`config.mk`:
```
export PLATFORM = sky130hd
export DESIGN_NAME = instruction_fetch_flat
export DESIGN_NICKNAME = d
export VERILOG_FILES = /design/src/rtl/instruction_fetch_if.sv /design/src/rtl/instruction_fetch.sv /design/src/flat_wrapper.sv
export SDC_FILE = /design/constraint.sdc
export NUM_CORES = 1
export LEC_CHECK = 0
export ABC_CLOCK_PERIOD_IN_PS = 1700
export CAP_MARGIN = 20
export CORE_ASPECT_RATIO = 1.4
export CORE_UTILIZATION = 45
export CTS_CLUSTER_DIAMETER = 120
export CTS_CLUSTER_SIZE = 24
export DETAILED_ROUTE_END_ITERATION = 16
export GPL_TIMING_DRIVEN = 0
export PLACE_DENSITY = 0.77
export SYNTH_ARGS = -nofsm -noshare
export SYNTH_HDL_FRONTEND = slang
export SYNTH_SLANG_ARGS = --single-unit
```
`constraint.sdc`:
```
create_clock -name clk -period 1.7 [get_ports clk]
set_clock_uncertainty 0.15 [all_clocks]
set_input_delay 0.17 -clock clk [delete_from_list [all_inputs] [get_ports clk]]
set_output_delay 0.17 -clock clk [all_outputs]
set_load 0.1 [all_outputs]
```
`src/rtl/instruction_fetch_if.sv`:
```
// Program-memory read bus plus the decoder-side instruction handshake
// for the Jimmy instruction fetch unit.
//   master : fetch unit
//            drives address_bus, instr_opcode, instr_operand, instr_two_byte,
//            instr_pc and instr_valid;
//            reads data_bus, instr_ready, branch_taken and branch_target.
//   slave  : memory/decoder side (the opposite directions).
interface instruction_fetch_if;
  logic [7:0] address_bus;
  logic [7:0] data_bus;
  logic [7:0] instr_opcode;
  logic [7:0] instr_operand;
  logic       instr_two_byte;
  logic [7:0] instr_pc;
  logic       instr_valid;
  logic       instr_ready;
  logic       branch_taken;
  logic [7:0] branch_target;

  modport master (
    output address_bus, instr_opcode, instr_operand, instr_two_byte,
           instr_pc, instr_valid,
    input  data_bus, instr_ready, branch_taken, branch_target
  );

  modport slave (
    input  address_bus, instr_opcode, instr_operand, instr_two_byte,
           instr_pc, instr_valid,
    output data_bus, instr_ready, branch_taken, branch_target
  );
endinterface

```
`src/rtl/instruction_fetch.sv`:
```
// Instruction fetch unit: reads one- or two-byte instructions from a
// combinational program memory, holds each one for the decoder until it
// is accepted through a valid/ready handshake, and applies branch
// redirects that arrive together with that handshake.
// Ports:
//   clk   : system clock, all state changes on the rising edge
//   reset : asynchronous, active-low reset
//   bus   : instruction_fetch_if.master (memory address/data, instruction
//           outputs, instr_ready, branch_taken, branch_target)
module instruction_fetch #(
  parameter logic [7:0] RESET_VECTOR = 8'h00,
  parameter logic [7:0] NOP_OPCODE   = 8'h70
) (
  input  logic                clk,
  input  logic                reset,
  instruction_fetch_if.master bus
);

  typedef enum logic [1:0] {
    FETCH_OP  = 2'd0,
    FETCH_IMM = 2'd1,
    HOLD      = 2'd2
  } state_t;

  state_t     state_reg;
  logic [7:0] pc_reg;
  logic [7:0] opcode_reg;
  logic [7:0] operand_reg;
  logic       two_byte_reg;
  logic [7:0] instr_pc_reg;
  logic       valid_reg;
  logic       op_is_two_byte;

  // Opcode classes that carry an immediate/target byte:
  // LD_IMM, CMP_IMM, BRA, BHI, BEQ.
  always_comb begin
    op_is_two_byte = 1'b0;
    case (bus.data_bus[7:2])
      6'b100000, 6'b100011, 6'b101010,
      6'b101100, 6'b101101: op_is_two_byte = 1'b1;
      default:              op_is_two_byte = 1'b0;
    endcase
  end

  always_ff @(posedge clk or negedge reset) begin
    if (!reset) begin
      state_reg    <= FETCH_OP;
      pc_reg       <= RESET_VECTOR;
      opcode_reg   <= NOP_OPCODE;
      operand_reg  <= 8'h00;
      two_byte_reg <= 1'b0;
      instr_pc_reg <= RESET_VECTOR;
      valid_reg    <= 1'b0;
    end else begin
      case (state_reg)
        FETCH_OP: begin
          opcode_reg   <= bus.data_bus;
          instr_pc_reg <= pc_reg;
          pc_reg       <= pc_reg + 8'd1;
          two_byte_reg <= op_is_two_byte;
          if (op_is_two_byte) begin
            // valid stays low until the operand byte is in
            state_reg <= FETCH_IMM;
          end else begin
            operand_reg <= 8'h00;
            valid_reg   <= 1'b1;
            state_reg   <= HOLD;
          end
        end
        FETCH_IMM: begin
          // pc wraps modulo 256, so an opcode at FF reads its operand from 00
          operand_reg <= bus.data_bus;
          pc_reg      <= pc_reg + 8'd1;
          valid_reg   <= 1'b1;
          state_reg   <= HOLD;
        end
        HOLD: begin
          // Outputs frozen until accepted; pc already points past the
          // instruction, so only a taken branch changes it here.
          if (bus.instr_ready) begin
            valid_reg <= 1'b0;
            state_reg <= FETCH_OP;
            if (bus.branch_taken) begin
              pc_reg <= bus.branch_target;
            end
          end
        end
        default: begin
          valid_reg <= 1'b0;
          state_reg <= FETCH_OP;
        end
      endcase
    end
  end

  assign bus.address_bus    = pc_reg;
  assign bus.instr_opcode   = opcode_reg;
  assign bus.instr_operand  = operand_reg;
  assign bus.instr_two_byte = two_byte_reg;
  assign bus.instr_pc       = instr_pc_reg;
  assign bus.instr_valid    = valid_reg;

endmodule

```
`src/flat_wrapper.sv`:
```
// flat-port wrapper written by rule: the top's interface ports become plain ports
module instruction_fetch_flat 
#(
  parameter logic [7:0] RESET_VECTOR = 8'h00,
  parameter logic [7:0] NOP_OPCODE   = 8'h70
)
  (clk, reset, bus_address_bus, bus_instr_opcode, bus_instr_operand, bus_instr_two_byte, bus_instr_pc, bus_instr_valid, bus_data_bus, bus_instr_ready, bus_branch_taken, bus_branch_target);
  instruction_fetch_if bus_i ();
  input  logic clk;
  input  logic reset;
  output wire logic [$bits(bus_i.address_bus)-1:0] bus_address_bus;
  output wire logic [$bits(bus_i.instr_opcode)-1:0] bus_instr_opcode;
  output wire logic [$bits(bus_i.instr_operand)-1:0] bus_instr_operand;
  output wire logic [$bits(bus_i.instr_two_byte)-1:0] bus_instr_two_byte;
  output wire logic [$bits(bus_i.instr_pc)-1:0] bus_instr_pc;
  output wire logic [$bits(bus_i.instr_valid)-1:0] bus_instr_valid;
  input wire logic [$bits(bus_i.data_bus)-1:0] bus_data_bus;
  input wire logic [$bits(bus_i.instr_ready)-1:0] bus_instr_ready;
  input wire logic [$bits(bus_i.branch_taken)-1:0] bus_branch_taken;
  input wire logic [$bits(bus_i.branch_target)-1:0] bus_branch_target;
  assign bus_address_bus = bus_i.address_bus;
  assign bus_instr_opcode = bus_i.instr_opcode;
  assign bus_instr_operand = bus_i.instr_operand;
  assign bus_instr_two_byte = bus_i.instr_two_byte;
  assign bus_instr_pc = bus_i.instr_pc;
  assign bus_instr_valid = bus_i.instr_valid;
  assign bus_i.data_bus = bus_data_bus;
  assign bus_i.instr_ready = bus_instr_ready;
  assign bus_i.branch_taken = bus_branch_taken;
  assign bus_i.branch_target = bus_branch_target;
  instruction_fetch #(.RESET_VECTOR(RESET_VECTOR), .NOP_OPCODE(NOP_OPCODE)) u_core (.clk(clk), .reset(reset), .bus(bus_i));
endmodule
```
== Word-level counts from Yosys, hierarchy flattened ==
Index checks and enable logic that the tools add are counted.

* Register bits: 36
* Latch bits: 0
* RAM bits: 0
* ROM bits: 0
* Bits of input ports: 20
* Output and inout bits: 34
* Logic and storage cells: 38
* Memories kept: 0

* $add $sub $neg: 1
* Multipliers: 0
* Div/mod/pow operators: 0
* Magnitude comparators: 0
* Eq/ne operators: 10
* Shift operators: 0
* Mux-type cells: 12
* Bitwise operators: 0
* Reductions and logical operators: 8

{| class="wikitable"
|+ Operators with widths
! kind !! number
|-
| $pmux W8 S2 || 2
|-
| $eq A6 B6 Y1 const B || 5
|-
| $mux W8 || 3
|-
| $add A8 B1 Y8 const B || 1
|-
| $ne A2 B2 Y1 const B || 3
|-
| $pmux W2 S3 || 1
|-
| $reduce_or A5 Y1 || 1
|-
| $mux W2 || 2
|-
| $reduce_and A2 Y1 || 2
|-
| $reduce_bool A2 Y1 || 2
|-
| $mux W1 || 3
|-
| $pmux W1 S3 || 1
|-
| $reduce_and A3 Y1 || 1
|-
| $eq A2 B1 Y1 const B || 1
|-
| $eq A2 B2 Y1 const B || 1
|-
| $logic_not A2 Y1 || 1
|-
| $reduce_or A2 Y1 || 1
|}

== Longest topological paths before layout ==
* Word-level depth: 5
* Depth in mapped cells: 7
* Gate-level depth less buffers: 5

== Worst setup path before layout ==
OpenSTA, ideal clock, no wires.

* Kind: reg-to-reg
* Start point: register u_core.pc_reg[0], in the netlist u_core.bus.address_bus[0]
* End point: register u_core.pc_reg[6], in the netlist u_core.bus.address_bus[6]
* Arrival: 1.773 ns
* Required time: 1.470 ns
* Path slack: -0.303 ns
* Stages on the path, launching flop included: 5
* Buffers on the path: 0
* Clock period less this slack: 2.003 ns
* Cell sequence: dfrtp_1 > ha_1 > nand3_1 > a21boi_0 > a2bb2oi_1

* Cells in the longest elaborated chain, start to end: 2

{| class="wikitable"
|+ Ends and longest elaborated chain
! item !! line !! source
|-
| start, declared || instruction_fetch.sv:26 || <nowiki>logic [7:0] pc_reg;</nowiki>
|-
| start signal, assigned || instruction_fetch.sv:59 || <nowiki>pc_reg <= pc_reg + 8'd1;</nowiki>
|-
| start signal, assigned || instruction_fetch.sv:73 || <nowiki>pc_reg <= pc_reg + 8'd1;</nowiki>
|-
| start signal, assigned || instruction_fetch.sv:84 || <nowiki>pc_reg <= bus.branch_target;</nowiki>
|-
| $add A8 B1 Y8 || instruction_fetch.sv:59, instruction_fetch.sv:73 ||
|-
| $pmux W8 S2 || instruction_fetch.sv:55 || <nowiki>case (state_reg)</nowiki>
|}

No other way between the ends.
A chain may end at the register's enable or synchronous reset.

== Worst setup path after layout ==
* Start point: register u_core.opcode_reg[6], in the netlist u_core.bus.instr_opcode[6]
* End point: output bus_instr_opcode[6]

{| class="wikitable"
|+ RTL lines
! item !! line !! source
|-
| start, declared || instruction_fetch.sv:27 || <nowiki>logic [7:0] opcode_reg;</nowiki>
|-
| start signal, assigned || instruction_fetch.sv:57 || <nowiki>opcode_reg <= bus.data_bus;</nowiki>
|-
| end, declared || flat_wrapper.sv:12 || <nowiki>output wire logic [$bits(bus_i.instr_opcode)-1:0] bus_instr_opcode;</nowiki>
|}

No word-level cell between the ends.

==> flow_summary.ini <==
[power_and_ir_drop]
ir_worst_vdd_mv = 1.45
static-leakage-power_nw = 0.951
powerDensity_nw_per_um2 = 1680
report.power.total_w = 0.00399

[cells_and_area]
fin_nets = 229
layout_commonest_cell = clkdlybuf4s15_2
post-route-cell-area_um2 = 2380
area_growth_syn_to_layout_pct = 44.0
n_antenna_cell = 0
final_cell_mix = clkdlybuf4s15_2, dfrtp_1, clkdlybuf4s50_1, mux2_2, nand2_1
final_layout_size_suffix_gt1_share_pct = 37.8

[clock_network]
clk_pin_slew_ns = 0.07
cts_setup_buffers = 0
clk_root_buffer_cell = clkbuf_8
cts.path.max_buffers = 2
clock_tree.htree_level_count = 2
tritoncts = yes
cts_sinks = 36
cts_inserted_buffers = 5
worst_skew_pair.late_latency_ns = 0.29

[logic_synthesis]
synthesized_area_divided_by_synthesized_cell_count_um2 = 11.2
synth-seq-area-share_pct = 54.7
post_synthesis_cells = 147
postSynth.asyncResetShare_pct = 100
number_of_synthesized_register_bits = 36
mappedNetlistNets = 168
synth_top_flop_cell = dfrtp_1
yosys_warnings = 0
synth_area_um2 = 1650
synth.distinct_cells = 32
number_of_enable_type_register_cells_in_the_synthesized_netlist = 0

[sta]
timing.final.crit_period_ns = 1.68
maxSlewViolCount = 0
slew_at_the_pin_closest_to_its_max_slew_limit_ns = 0.809
finalHoldViolCount = 0
max_clock_freq_mhz = 596
setup_viol = 0
timing.final.crit_share_pct = 98.6
slew_headroom_pct = 46.1
grt_setup_unrepaired = false

[global_route]
grt_antenna_before_repair = 0
grt_first_pass_wirelength_mm = 6.40
grt.total_usage_pct = 23.2
largest_net_degree_at_the_start_of_global_routing = 37
grt_pass1_vias = 1411
grt_overflow_total = 0

[worst_setup_path]
timing.critical_path.buf_inv = 1
critPathMaxFanout = 2
slowest_delay_ns = 0.53
critPathCaptureType = output port
critical_path.top_delay_family = flip-flops
timing.critical_path.required_ns = 1.38
cp-start-kind = flip-flop
worst-setup-path-type = reg2out
worstPathArrival_ns = 1.36
worst_path_max_delay_cell = dfstp_2
timing.critical_path.cells = clkdlybuf4s18_2

[placement]
numPortBuffers = 53
dpl.hpwl_mm = 2.76
place_congestion = 0.827
dpl-instance-area_um2 = 2240

[route]
first_pass_iters = 5
wl_per_cell_um = 15.7
met3RoutedLength_um = 347
dr_iter_0_viols = 35
route.detailed.drc = 0
antenna_viol_nets_final = 0
via_per_inst = 5.72
wl_mm = 3.92
wl_met2_mm = 2.01
routed-via-count = 1424
highest_layer = met4
met1Wirelength_mm = 1.48

[die]
floorplan.initialDensity_pct = 48.0
fp.dieW_um = 53.2
design.core.area_um2 = 3440
core.rowCount = 25
fp.dieArea_um2 = 3920
ios = 54
dieHeight_um = 73.7

[hold_path]
type_of_the_tightest_min_delay_check = in2async

[run]
max_cap_viol_count = 0

[run_status]
status = finished clean
## synth_stat cells, types with 2 or more instances
cell | n | share of area, %
o21ai_1 | 10 | 3.0
inv_1 | 2 | 0.45
nand2_1 | 15 | 3.4
mux2_2 | 16 | 11
mux2i_1 | 2 | 1.2
a21boi_0 | 2 | 0.91
buf_4 | 5 | 2.3
a21oi_1 | 10 | 3.0
a22oi_1 | 8 | 3.6
dfstp_2 | 3 | 4.8
nand3_1 | 7 | 2.1
dfrtp_1 | 33 | 50
nor2_1 | 3 | 0.68
o21ai_0 | 5 | 1.5
a2bb2oi_1 | 2 | 1.1
o22ai_1 | 5 | 1.9
and3_1 | 2 | 0.76
nand2b_1 | 3 | 1.1
## where the power goes
part,switching [W],total [W],internal [W]
Combinational,0.00166,0.00215,0.000494
Sequential,0.000152,0.00121,0.00106
Clock,0.000297,0.000628,0.000330
Total,0.00211,0.00399,0.00189
## worst paths after layout
kind | from | endpoint | slack (ns) | cells after the start
worst max-delay path | u_core.bus.instr_opcode[6]$_DFFE_PN1N_ | bus_instr_opcode[6] | 0.02 | 1
worst min-delay path | reset | u_core.bus.address_bus[7]$_DFFE_PN0P_ | 0.36 | 2
worst max register to register | u_core.state_reg[1]$_DFFE_PN0P_ | u_core.bus.instr_opcode[7]$_DFFE_PN0N_ | 0.06 | 4
worst min register to register | u_core.bus.instr_pc[6]$_DFFE_PN0N_ | u_core.bus.instr_pc[6]$_DFFE_PN0N_ | 0.36 | 1
max in group asynchronous | reset | u_core.bus.address_bus[6]$_DFFE_PN0P_ | 0.48 | 2
min in group clk | u_core.bus.instr_pc[6]$_DFFE_PN0N_ | u_core.bus.instr_pc[6]$_DFFE_PN0N_ | 0.36 | 1
## through the flow
stage          worst slack, ns  TNS (ns)  instances  util [%]  hold slack, ns
6_report                0.0232         0        249      69.2           0.358
2_1_floorplan           0.0328         0        147         -          -0.276
3_3_place_gp            -0.583    -21.49        240      65.2           0.341
3_5_place_dp            -0.255     -6.47        240      65.0           0.155
4_1_cts                0.00504         0        249      69.2           0.360
5_1_grt               0.000631         0        249      69.2           0.372
## per-layer routing
metal / vias to the layer above / global-route usage [%]
li1: 657 / -
met1: 682 / 25.4
met5: - / 0
met4: 0 / 10.5
met2: 77 / 40.0
met3: 8 / 6.83
## cell type report
| type | instances | area [µm²] |
|---|---|---|
| Fill cell | 267 | 1060 |
| Sequential cell | 36 | 913 |
| Multi-Input combinational cell | 100 | 688 |
| Timing Repair Buffer | 54 | 569 |
| Clock buffer | 8 | 90.1 |
| Buffer | 8 | 57.6 |
| Tap cell | 40 | 50.0 |
| Inverter | 3 | 11.3 |
## timing repair
action | CTS | global route
cloned | 0 | 0
endpoints found under the hold margin | 33 | 0
setup endpoints to repair | 43 | 6
gates resized for setup | 105 | 3
hold buffers | 1 | 0
## cells by family after synthesis
kind of cell | share of synthesized area, %
AO/OA/AOI/OAI | 17.9
flip-flops | 54.7
AND/OR/NAND/NOR | 9.84
multiplexers | 12.1
buffers and inverters | 4.16
XOR/XNOR | 0.530
adder cells (fa/ha/maj) | 0.757
No activity file was read; power rests on OpenSTA's default activity.
